### src/rtl/regfile_wb_arbiter.sv
// regfile_wb_arbiter: merges the ALU writeback stream and the handshaked
// LSU writeback stream onto the register file's single write port.
// The ALU always wins the port. LSU results are queued in a small FIFO
// and are written in acceptance order. An ALU write to the same register
// marks older queued entries as dead.
module regfile_wb_arbiter #(
    parameter int unsigned XLEN  = 32,
    parameter int unsigned DEPTH = 2
) (
    input  logic            clk,
    input  logic            rst_n,
    input  logic            alu_valid,
    input  logic [4:0]      alu_rd,
    input  logic [XLEN-1:0] alu_wd,
    input  logic            lsu_valid,
    output logic            lsu_ready,
    input  logic [4:0]      lsu_rd,
    input  logic [XLEN-1:0] lsu_wd,
    output logic            rf_we,
    output logic [4:0]      rf_rd,
    output logic [XLEN-1:0] rf_wd,
    output logic [31:0]     pending_mask
);

    localparam int unsigned AW = $clog2(DEPTH);

    logic [AW:0]      wptr, rptr;
    logic [AW:0]      count;
    logic [AW-1:0]    head, tail;
    logic             full, empty;
    logic             rdy_q;

    logic [4:0]       q_rd [DEPTH];
    logic [XLEN-1:0]  q_wd [DEPTH];
    // A live bit is set on push and cleared on pop or squash, so a set bit
    // also implies that the slot holds a valid entry.
    logic [DEPTH-1:0] q_live;

    logic             xfer, push, pop, squash, sel, sel_we;
    logic [4:0]       sel_rd;
    logic [XLEN-1:0]  sel_wd;

    assign count = wptr - rptr;
    assign head  = rptr[AW-1:0];
    assign tail  = wptr[AW-1:0];
    assign full  = (wptr[AW] != rptr[AW]) && (wptr[AW-1:0] == rptr[AW-1:0]);
    assign empty = (wptr == rptr);

    // rdy_q keeps lsu_ready low until the first edge after reset release
    assign lsu_ready = rdy_q && !full;
    assign xfer      = lsu_valid && lsu_ready;

    // Per-cycle selection: ALU first, then FIFO head, then LSU bypass
    always_comb begin
        sel    = 1'b0;
        sel_we = 1'b0;
        sel_rd = '0;
        sel_wd = '0;
        pop    = 1'b0;
        push   = 1'b0;
        squash = 1'b0;
        if (alu_valid) begin
            sel    = 1'b1;
            sel_rd = alu_rd;
            sel_wd = alu_wd;
            sel_we = (alu_rd != 5'd0);
            squash = (alu_rd != 5'd0);
            push   = xfer;
        end else if (!empty) begin
            sel    = 1'b1;
            pop    = 1'b1;
            sel_rd = q_rd[head];
            sel_wd = q_wd[head];
            sel_we = q_live[head] && (q_rd[head] != 5'd0);
            push   = xfer;
        end else if (xfer) begin
            sel    = 1'b1;
            sel_rd = lsu_rd;
            sel_wd = lsu_wd;
            sel_we = (lsu_rd != 5'd0);
        end
    end

    // Ready enable, FIFO pointers and registered write-port outputs
    always_ff @(posedge clk or negedge rst_n) begin
        if (!rst_n) begin
            rdy_q <= 1'b0;
            wptr  <= '0;
            rptr  <= '0;
            rf_we <= 1'b0;
            rf_rd <= '0;
            rf_wd <= '0;
        end else begin
            rdy_q <= 1'b1;
            if (push) wptr <= wptr + 1'b1;
            if (pop)  rptr <= rptr + 1'b1;
            rf_we <= sel_we;
            if (sel) begin
                rf_rd <= sel_rd;
                rf_wd <= sel_wd;
            end
        end
    end

    // FIFO payload storage, no reset needed since live bits gate its use
    always_ff @(posedge clk) begin
        if (push) begin
            q_rd[tail] <= lsu_rd;
            q_wd[tail] <= lsu_wd;
        end
    end

    // Live bits: squash before push so a same-cycle LSU entry stays live
    always_ff @(posedge clk or negedge rst_n) begin
        if (!rst_n) begin
            q_live <= '0;
        end else begin
            for (int unsigned i = 0; i < DEPTH; i++) begin
                if (squash && q_live[i] && (q_rd[i] == alu_rd))
                    q_live[i] <= 1'b0;
            end
            if (pop)  q_live[head] <= 1'b0;
            if (push) q_live[tail] <= 1'b1;
        end
    end

    // Pending-destination mask over live queued entries, x0 excluded
    always_comb begin
        pending_mask = '0;
        for (int unsigned i = 0; i < DEPTH; i++) begin
            if (q_live[i]) pending_mask[q_rd[i]] = 1'b1;
        end
        pending_mask[0] = 1'b0;
    end

endmodule

### config.mk
export PLATFORM = sky130hd
export DESIGN_NAME = regfile_wb_arbiter
export DESIGN_NICKNAME = d
export VERILOG_FILES = /design/src/rtl/regfile_wb_arbiter.sv
export SDC_FILE = /design/constraint.sdc
export NUM_CORES = 1
export LEC_CHECK = 0
export BUFFER_PORTS_ARGS = -buffer_cell sky130_fd_sc_hd__buf_2
export CAP_MARGIN = 0
export CORE_ASPECT_RATIO = 0.8
export CORE_MARGIN = 8
export CORE_UTILIZATION = 55
export DETAILED_ROUTE_END_ITERATION = 6
export GPL_TIMING_DRIVEN = 1
export PLACE_DENSITY = 0.83
export SKIP_LAST_GASP = 1
export SLEW_MARGIN = 5
export SYNTH_ARGS = -nofsm -noshare
export SYNTH_HDL_FRONTEND = slang
export SYNTH_SLANG_ARGS = --single-unit
export TNS_END_PERCENT = 50
### constraint.sdc
create_clock -name clk -period 7.3 [get_ports clk]
set_clock_uncertainty 0.15 [all_clocks]
set_input_delay 1.46 -clock clk [delete_from_list [all_inputs] [get_ports clk]]
set_output_delay 1.46 -clock clk [all_outputs]
set_load 0.01 [all_outputs]
==> results of run 1 <==
-- through the flow --
stage / utilization, % / std cells / area (sq um) / hold slack, ns / worst slack [ns]
final: 68.75 / 734 / 6927 / 0.3478 / 3.368
after global placement: 63.35 / 702 / 6382 / 0.3391 / 3.103
after detailed placement: 63.35 / 702 / 6382 / 0.3330 / 3.012
after CTS: 68.75 / 734 / 6927 / 0.3450 / 3.434
after global routing: 68.75 / 734 / 6927 / 0.3605 / 3.270
after floorplan: - / 445 / 5580 / 0.3117 / 2.031
-- worst min-delay path by stage --
stage	startpoint	endpoint	slack [ns]	cells after the start
after floorplan	wptr[1]	wptr[1]	0.31	1
after global placement	wptr[1]	wptr[1]	0.34	1
after detailed placement	wptr[1]	wptr[1]	0.33	1
after CTS	wptr[1]	wptr[1]	0.35	1
after global routing	wptr[1]	wptr[1]	0.36	1
final	wptr[1]	wptr[1]	0.35	1
-- layout make-up --
| class | count | share of cell area (%) |
|---|---|---|
| clock buffers | 30 | 7.713 |
| well taps | 140 | 2.529 |
| inverters | 38 | 2.059 |
| repair buffers | 153 | 11.27 |
| flip-flops and latches | 119 | 48.36 |
| multi-input cells | 252 | 27.93 |
| clock inverters | 2 | 0.1445 |
-- cells by family after synthesis --
group                  synth area share, %
multiplexers                         6.637
AO/OA/AOI/OAI                        15.70
XOR/XNOR                             2.354
other                               0.1346
AND/OR/NAND/NOR                      9.282
flip-flops                           60.00
buffers and inverters                5.897
-- power breakdown --
group | internal, uW | total, uW | switching [uW]
combinational | 305 | 791 | 486
sequential | 898 | 1010 | 110
clock | 487 | 751 | 264
total | 1690 | 2550 | 860
-- layer usage --
layer	share of wire [%]	vias up	global-route usage, %	wire (um)
li1	-	1975	-	-
met2	48	268	35.92	7167
met5	0	-	0	0
met1	40	2136	26.74	5909
met3	9.7	29	6.503	1427
met4	1.9	0	7.699	278
-- critical path, delay by kind of cell --
family / cells / cell delay (ns)
buffers and inverters: 2 / 1.11
AO/OA/AOI/OAI: 1 / 0.88
AND/OR/NAND/NOR: 1 / 0.38
-- state kept, by name (all words and copies together), names as in the netlist --
register	cells
q_wd	64
rf_wd	32
q_rd	10
rf_rd	5
q_live	2
rptr	2
wptr	2
rdy_q	1
rf_we	1
-- cell usage in the layout (no fill, tap or decap), types with 4 or more instances in the layout --
| cell | n |
|---|---|
| sky130_fd_sc_hd__clkbuf_8 | 6 |
| sky130_fd_sc_hd__xnor2_1 | 10 |
| sky130_fd_sc_hd__nor2b_1 | 34 |
| sky130_fd_sc_hd__buf_4 | 6 |
| sky130_fd_sc_hd__nand3_1 | 7 |
| sky130_fd_sc_hd__and2_1 | 5 |
| sky130_fd_sc_hd__clkbuf_16 | 17 |
| sky130_fd_sc_hd__inv_1 | 37 |
| sky130_fd_sc_hd__edfxtp_1 | 74 |
| sky130_fd_sc_hd__nor2_1 | 4 |
| sky130_fd_sc_hd__or4_1 | 4 |
| sky130_fd_sc_hd__nand2_1 | 4 |
| sky130_fd_sc_hd__a221oi_1 | 37 |
| sky130_fd_sc_hd__mux2i_1 | 37 |
| sky130_fd_sc_hd__clkbuf_1 | 7 |
| sky130_fd_sc_hd__a211oi_1 | 37 |
| sky130_fd_sc_hd__or3b_2 | 6 |
| sky130_fd_sc_hd__o22ai_1 | 31 |
| sky130_fd_sc_hd__xor2_1 | 5 |
| sky130_fd_sc_hd__nand3b_1 | 10 |
| sky130_fd_sc_hd__dfrtp_1 | 44 |
| sky130_fd_sc_hd__buf_2 | 147 |
==> summary by stage, run 1 <==
Run status
The flow ran to the end, and the final reports show no timing, DRC or antenna violations.

Global routing
The initial antenna violation count was 0. The maximum number of pins on one net before global-route repair is 68. The first global-routing pass estimated 23270 um of wire. Across every metal layer, demand over resource in global routing totals 21.77%.

The number of global-route vias before repair was 4586. The total congestion overflow is 0.

Finish
The share of cells above drive strength 1 is 32.15%. The final layout contains roughly 660 nets. The antenna cell count is 0. In the final layout, flip-flops and latches occupy 3349 sq um.

Summing all multi-input logic gate instances after layout gives 1934 sq um. After filler insertion, the fill cell instance count of the layout stands at 726. The synthesis-to-layout area growth is 24.13%.

STA
At the pin with the least slew margin, the transition time is 0.9806 ns. The final setup TNS is 0 ns. In this run the tightest slew margin relative to its limit is 34.47%. The number of setup violations in the final report is 0. The number of failing hold endpoints at the final stage came to 0. The clock period minus final worst setup slack is between 3 and 4 ns. The worst path uses between 50% and 60% of the clock period.

The upper clock frequency limit is 254.4 MHz. Setup repair after global routing left no endpoint under its margin. The max-slew violation count is 0.

Power
The leakage power figure is approximately 0.003 uW. The worst-case IR drop observed on VDD is 0.0002181 V. The power per unit of standard cell area is 368.2 nW/um^2.

The total chip power is 2550 uW.

Floorplanning
The die footprint is 13650 sq um. The height of the die is 106.1 um. The die is 128.6 um wide. The count of standard-cell rows is 33. The effective utilization at floorplan is a little under three fifths. The number of top-level design ports is 149. The floorplan step defined a core boundary enclosing 10070 sq um.

Setup path
Of all nets on the critical path, the largest fanout is 42. The worst register-to-register path begins at rptr[1]. In this run the worst setup path begins at alu_valid. Following the worst setup path forward leads to its endpoint at q_wd[0][15]. STA classifies the critical path endpoint as a register. The master of the slowest instance on the critical path is sky130_fd_sc_hd__a211oi_4. The arrival time at the worst endpoint is 3.86 ns. The worst register-to-register path has a setup slack of 4.52 ns. The longest individual stage delay on the worst path is a little under 0.9 ns.

The critical path goes through buf_2, nand2_1, a211oi_4, buf_4. The worst setup path is launched from an input pin. For the worst flop-to-flop path, the logic depth is 4. The critical path is of the input pin to register type. In this run the critical register-to-register path is captured at q_wd[0][15]. Data on the critical path is required at its endpoint by 7.23 ns.

Run
The max-capacitance violation count is 0.

Clock network
The cell sitting at the root of the clock tree is a sky130_fd_sc_hd__clkbuf_16. Once the clock tree was built, the setup fixing pass inserted 0 buffers. The later pin in the worst-skew pair is clocked with a latency of 0.40 ns.

In this run the deepest clock path goes through 2 buffers. The clock-pin slew of the registers on the worst-case setup and hold paths is 0.05 ns. Buffers inserted during clock tree synthesis total 17. TritonCTS built the clock tree.

The H-tree generated during clock tree synthesis spans 4 levels. Post-CTS repair changed the size of 0 cells. The clock drives around 120 sinks. The post-cts hold buffer count is 0.

Synthesis
In the post-synthesis netlist, the biggest area contributors are sky130_fd_sc_hd__edfxtp_1 (40%), sky130_fd_sc_hd__dfrtp_1 (20%), sky130_fd_sc_hd__mux2i_1 (6.6%). sky130_fd_sc_hd__edfxtp_1 is the most common cell in the netlist. The leading register cell type out of synthesis is sky130_fd_sc_hd__edfxtp_1. The share of the synthesized area in the top cell type is 39.82%. The leading area contributor after synthesis is sky130_fd_sc_hd__edfxtp_1. The sequential fraction of the synthesis area is 60.00%.

In the synthesized netlist the async set-or-reset flop fraction comes to 37.82%. The number of synthesis warnings is 0. The number of enable-type register cells in the synthesized netlist is 74.

Synthesis handed over a netlist of 445 instances. Yosys mapped the design onto 39 distinct sky130hd cell types. The register bit count reported by yosys is ~120. Synthesis produced a netlist with a net count of ~520. The synthesized area divided by synthesized cell count is 12.54 sq um. In this run the cell area of the synthesized design comes to 5580 sq um.

After synthesis, the most frequently instantiated cells are sky130_fd_sc_hd__edfxtp_1 (74), sky130_fd_sc_hd__dfrtp_1 (45), sky130_fd_sc_hd__a211oi_1 (38).

Placement
Input and output buffers added on the ports amount to 147. The HPWL after detailed placement is 9855 um. Routability-driven placement finished with a final weighted congestion of 0.8680.

Routing
The number of DRC markers after the initial detailed-route iteration is 511. Dividing the detail-routed via count by the number of cells gives 6.005. The number of vias after detailed routing is 4408. The remaining antenna violation count is 0. The final layout contains routed wiring with a total length of ~15000 um. The first TritonRoute pass finished after 5 iterations. The detail-routed net length per standard cell is a little over 20 um.

For this run, design rule violations remaining after detail routing come to 0.

Hold path
The tightest min-delay check is of the register to register type.
Note: power is estimated with default switching activity, not from simulation.
==> inputs of run 2 (changes only) <==
Settings changed: CORE_UTILIZATION 55 to 48, PLACE_DENSITY 0.83 to 0.77.
Clock period 7.3 ns to 3.2 ns, I/O delays scaled along.
==> run 2 against run 1 <==
Effect of this change:
- global-route usage shrank 1.9 points
- die area up 13%
- total power up 130%
- register-to-register slack worse by 3.6 ns
- utilization down 7.5 points
- worst setup slack got worse by 2.9 ns
- non-clock buffer count up 3
- wire length up 0.88%
- final cell count is 1.6% higher
- largest power group unchanged
- highest routed layer unchanged
==> summary by stage, run 2 (synthesized netlist as in run 1, its figures left out) <==
Finish
The core occupancy in the finished layout is 61.25% (was 68.75%). Top Registers: q_wd (64), rf_wd (32), q_rd (10) (unchanged). Leading cell types in the layout, fill and taps excluded: sky130_fd_sc_hd__buf_2 (147), sky130_fd_sc_hd__edfxtp_1 (74), sky130_fd_sc_hd__dfrtp_1 (44) (unchanged). The combined flip-flop and latch cell area is 3349 sq um (unchanged). The final net count is 662 (was 659).

The combined area of the multi-input logic cells is 1934 sq um (unchanged). The number of fill cells in the layout was 877 (was 726). The number of flip-flops in the largest register is 64 (unchanged). The share of cells above drive strength 1 is 32.33% (was 32.15%).

The synthesis-to-layout area growth is 25.45% (was 24.13%). The most common cell after layout, fill and taps aside is sky130_fd_sc_hd__buf_2 (unchanged). The final non-filler cell area is 7000 sq um (was 6927 sq um). The largest register by flop count was q_wd (unchanged).

Setup path
The worst setup path category is register to output port (was input pin to register). The combined buffer and inverter count along the critical path was 1 (was 2). The data required time at the worst endpoint is 2.41 ns (was 7.23 ns). The element type at the critical path end is an output port (was register). The longest individual stage delay on the worst path is 0.57 ns (was 0.88 ns).

The startpoint class of the critical path is a register (was input pin). The arrival time at the worst endpoint came to 1.90 ns (was 3.86 ns). The worst reg2reg path endpoint is q_wd[0][27] (was q_wd[0][15]). The master of the slowest instance on the critical path is sky130_fd_sc_hd__or3b_2 (was sky130_fd_sc_hd__a211oi_4). The biggest fanout along the worst timing path is 10 (was 42).

The origin of the critical flop-to-flop path is rptr[1] (unchanged). The internal reg-to-reg setup slack was 0.91 ns (was 4.52 ns). The total number of cells along the worst setup path is 3 (was 4). The depth of the worst register-to-register path was 4 (unchanged). Critical Path, Cell by Cell: or3b_2, o22ai_1, buf_2 (was buf_2, nand2_1, a211oi_4, buf_4). The largest delay contributor family on the critical path is simple AND/OR/NAND/NOR gates (was buffers and inverters).

Routing
The remaining antenna violation count came to 0 (unchanged). The sum of routed wire length over all layers is 14910 um (was 14780 um). The number of remaining DRC errors is 0 (unchanged). The detail-routed net length per standard cell came to 19.99 um (was 20.14 um).

The number of vias per cell was 5.879 (was 6.005). The number of DRC markers after the initial detailed-route iteration is 327 (was 511). The number of vias after detailed routing is 4386 (was 4408).

The count of TritonRoute iterations in the first routing pass is 7 (was 5).

Placement
The half-perimeter wire length of the detailed placement result is 10250 um (was 9855 um). The number of input and output port buffers inserted is 147 (unchanged). The instance area at placement is 6427 sq um (was 6382 sq um). The placer's final routability congestion estimate is 0.8554 (was 0.8680).

STA
The max-slew violation count is 0 (unchanged). The number of failing hold endpoints at the final stage is 0 (unchanged). Static timing analysis puts the maximum clock frequency at about 370 MHz.

The slew at the pin with the worst max-slew slack is 0.9225 ns (was 0.9806 ns). After layout, the minimum clock period comes to 2.694 ns. The share of the clock period used by the worst path is between 80% and 90%.

The final-layout worst hold slack was 0.1333 ns (was 0.3478 ns). RSZ-0062 raised after global routing: no (unchanged). The relative max-transition margin came to 38.36% (was 34.47%). The number of setup violations in the final report is 0 (unchanged).

Clock network
The post-cts hold buffer count is 0 (unchanged). The total clock buffers created by CTS was 17 (unchanged). The worst-case clock buffer depth came to 2 (unchanged).

The clock latency on the worst-skew pair is 0.40 ns (about the same). The clock-pin slew of the registers on the worst-case setup and hold paths is 0.06 ns (was 0.05 ns). The root buffer cell is sky130_fd_sc_hd__clkbuf_16 (unchanged).

The clock tree from TritonCTS is built (unchanged). The number of gates resized after cts came to 0 (unchanged). The count of buffers added by post-CTS timing repair for setup is 0 (unchanged). The number of sinks driven by the clock tree is 119 (unchanged).

The CTS H-tree depth was 4 (unchanged).

Power
The leakage power figure is 0.002969 uW (was 0.002949 uW). The total chip power is 5965 uW (was 2550 uW). The worst vdd rail ir drop is 0.0004205 V (was 0.0002181 V). The power per unit of standard cell area is 852.0 nW/um^2 (was 368.2 nW/um^2).

Global routing
The number of global-route vias before repair is 4492 (was 4586). The total routing resource utilization after global routing is 19.83% (was 21.77%). The maximum number of pins on one net before global-route repair is 65 (was 68).

The total congestion overflow is 0 (unchanged). The initial antenna violation count is 1 (was 0). The wire length of the first global-routing pass is 24090 um (was 23270 um).

Hold path
The kind of path behind the tightest hold check is input pin to asynchronous set/reset pin (was register to register).

Floorplanning
The number of top-level design ports is 149 (unchanged). The core area is 11430 sq um (was 10070 sq um). The effective utilization at floorplan came to 48.82% (was 55.39%). The height of the die came to 112.4 um (was 106.1 um).

The floorplan die width is 136.6 um (was 128.6 um). The die footprint came to 15350 sq um (was 13650 sq um). The count of standard-cell rows was 35 (was 33).

Run
The max-capacitance violation count is 0 (unchanged).

Run status
Run status: finished, final reports clean (unchanged).
## run 2: cell count changes in the layout (fill, tap and decap cells not counted)
| cell | before | now |
|---|---|---|
| sky130_fd_sc_hd__diode_2 | 0 | 1 |
| sky130_fd_sc_hd__bufinv_16 | 0 | 3 |
| sky130_fd_sc_hd__buf_4 | 6 | 8 |
| sky130_fd_sc_hd__clkbuf_1 | 7 | 3 |
| sky130_fd_sc_hd__clkbuf_8 | 6 | 0 |
| sky130_fd_sc_hd__clkinv_1 | 1 | 6 |
| sky130_fd_sc_hd__clkinvlp_4 | 0 | 2 |
| sky130_fd_sc_hd__buf_12 | 0 | 1 |
## run 2: area by class of cell
| class | count | share of cell area (%) |
|---|---|---|
| Antenna cell | 1 | 0.03575 |
| Clock buffer | 20 | 6.238 |
| Clock inverter | 12 | 1.912 |
| Inverter | 38 | 2.038 |
| Multi-Input combinational cell | 252 | 27.63 |
| Sequential cell | 119 | 47.85 |
| Tap cell | 148 | 2.645 |
| Timing Repair Buffer | 156 | 11.65 |
## run 2: where the power goes
group          total, uW  switching (uW)  internal, uW
combinational       1820            1100           714
clock               1840             638          1210
sequential          2300             257          2050
## run 2: per-stage QoR
| stage | setup TNS [ns] | setup slack (ns) | std cells |
|---|---|---|---|
| final | 0 | 0.5059 | 746 |
| after global routing | 0 | 0.4304 | 746 |
| after CTS | 0 | 0.5182 | 745 |
| after detailed placement | 0 | 0.6807 | 713 |
| after global placement | 0 | 0.7279 | 713 |
| after floorplan | -6.053 | -0.1616 | 445 |
## run 2: layer usage
metal / GRT usage (%) / vias up / wire, um
met4: 6.209 / 0 / 210
met5: 0 / - / 0
met2: 30.21 / 242 / 6855
met3: 5.134 / 23 / 1303
met1: 27.04 / 2133 / 6543
li1: - / 1988 / -
## run 2: worst max-delay path by stage
stage,startpoint,end,slack (ns)
4_1_cts,q_rd[0][4],pending_mask[4],0.52
5_1_grt,q_rd[0][4],pending_mask[5],0.43
6_report,q_rd[0][4],pending_mask[4],0.51
2_1_floorplan,rptr[1],q_rd[1][0],-0.16
3_5_place_dp,alu_valid,q_live[1],0.68
3_3_place_gp,alu_valid,q_live[1],0.73
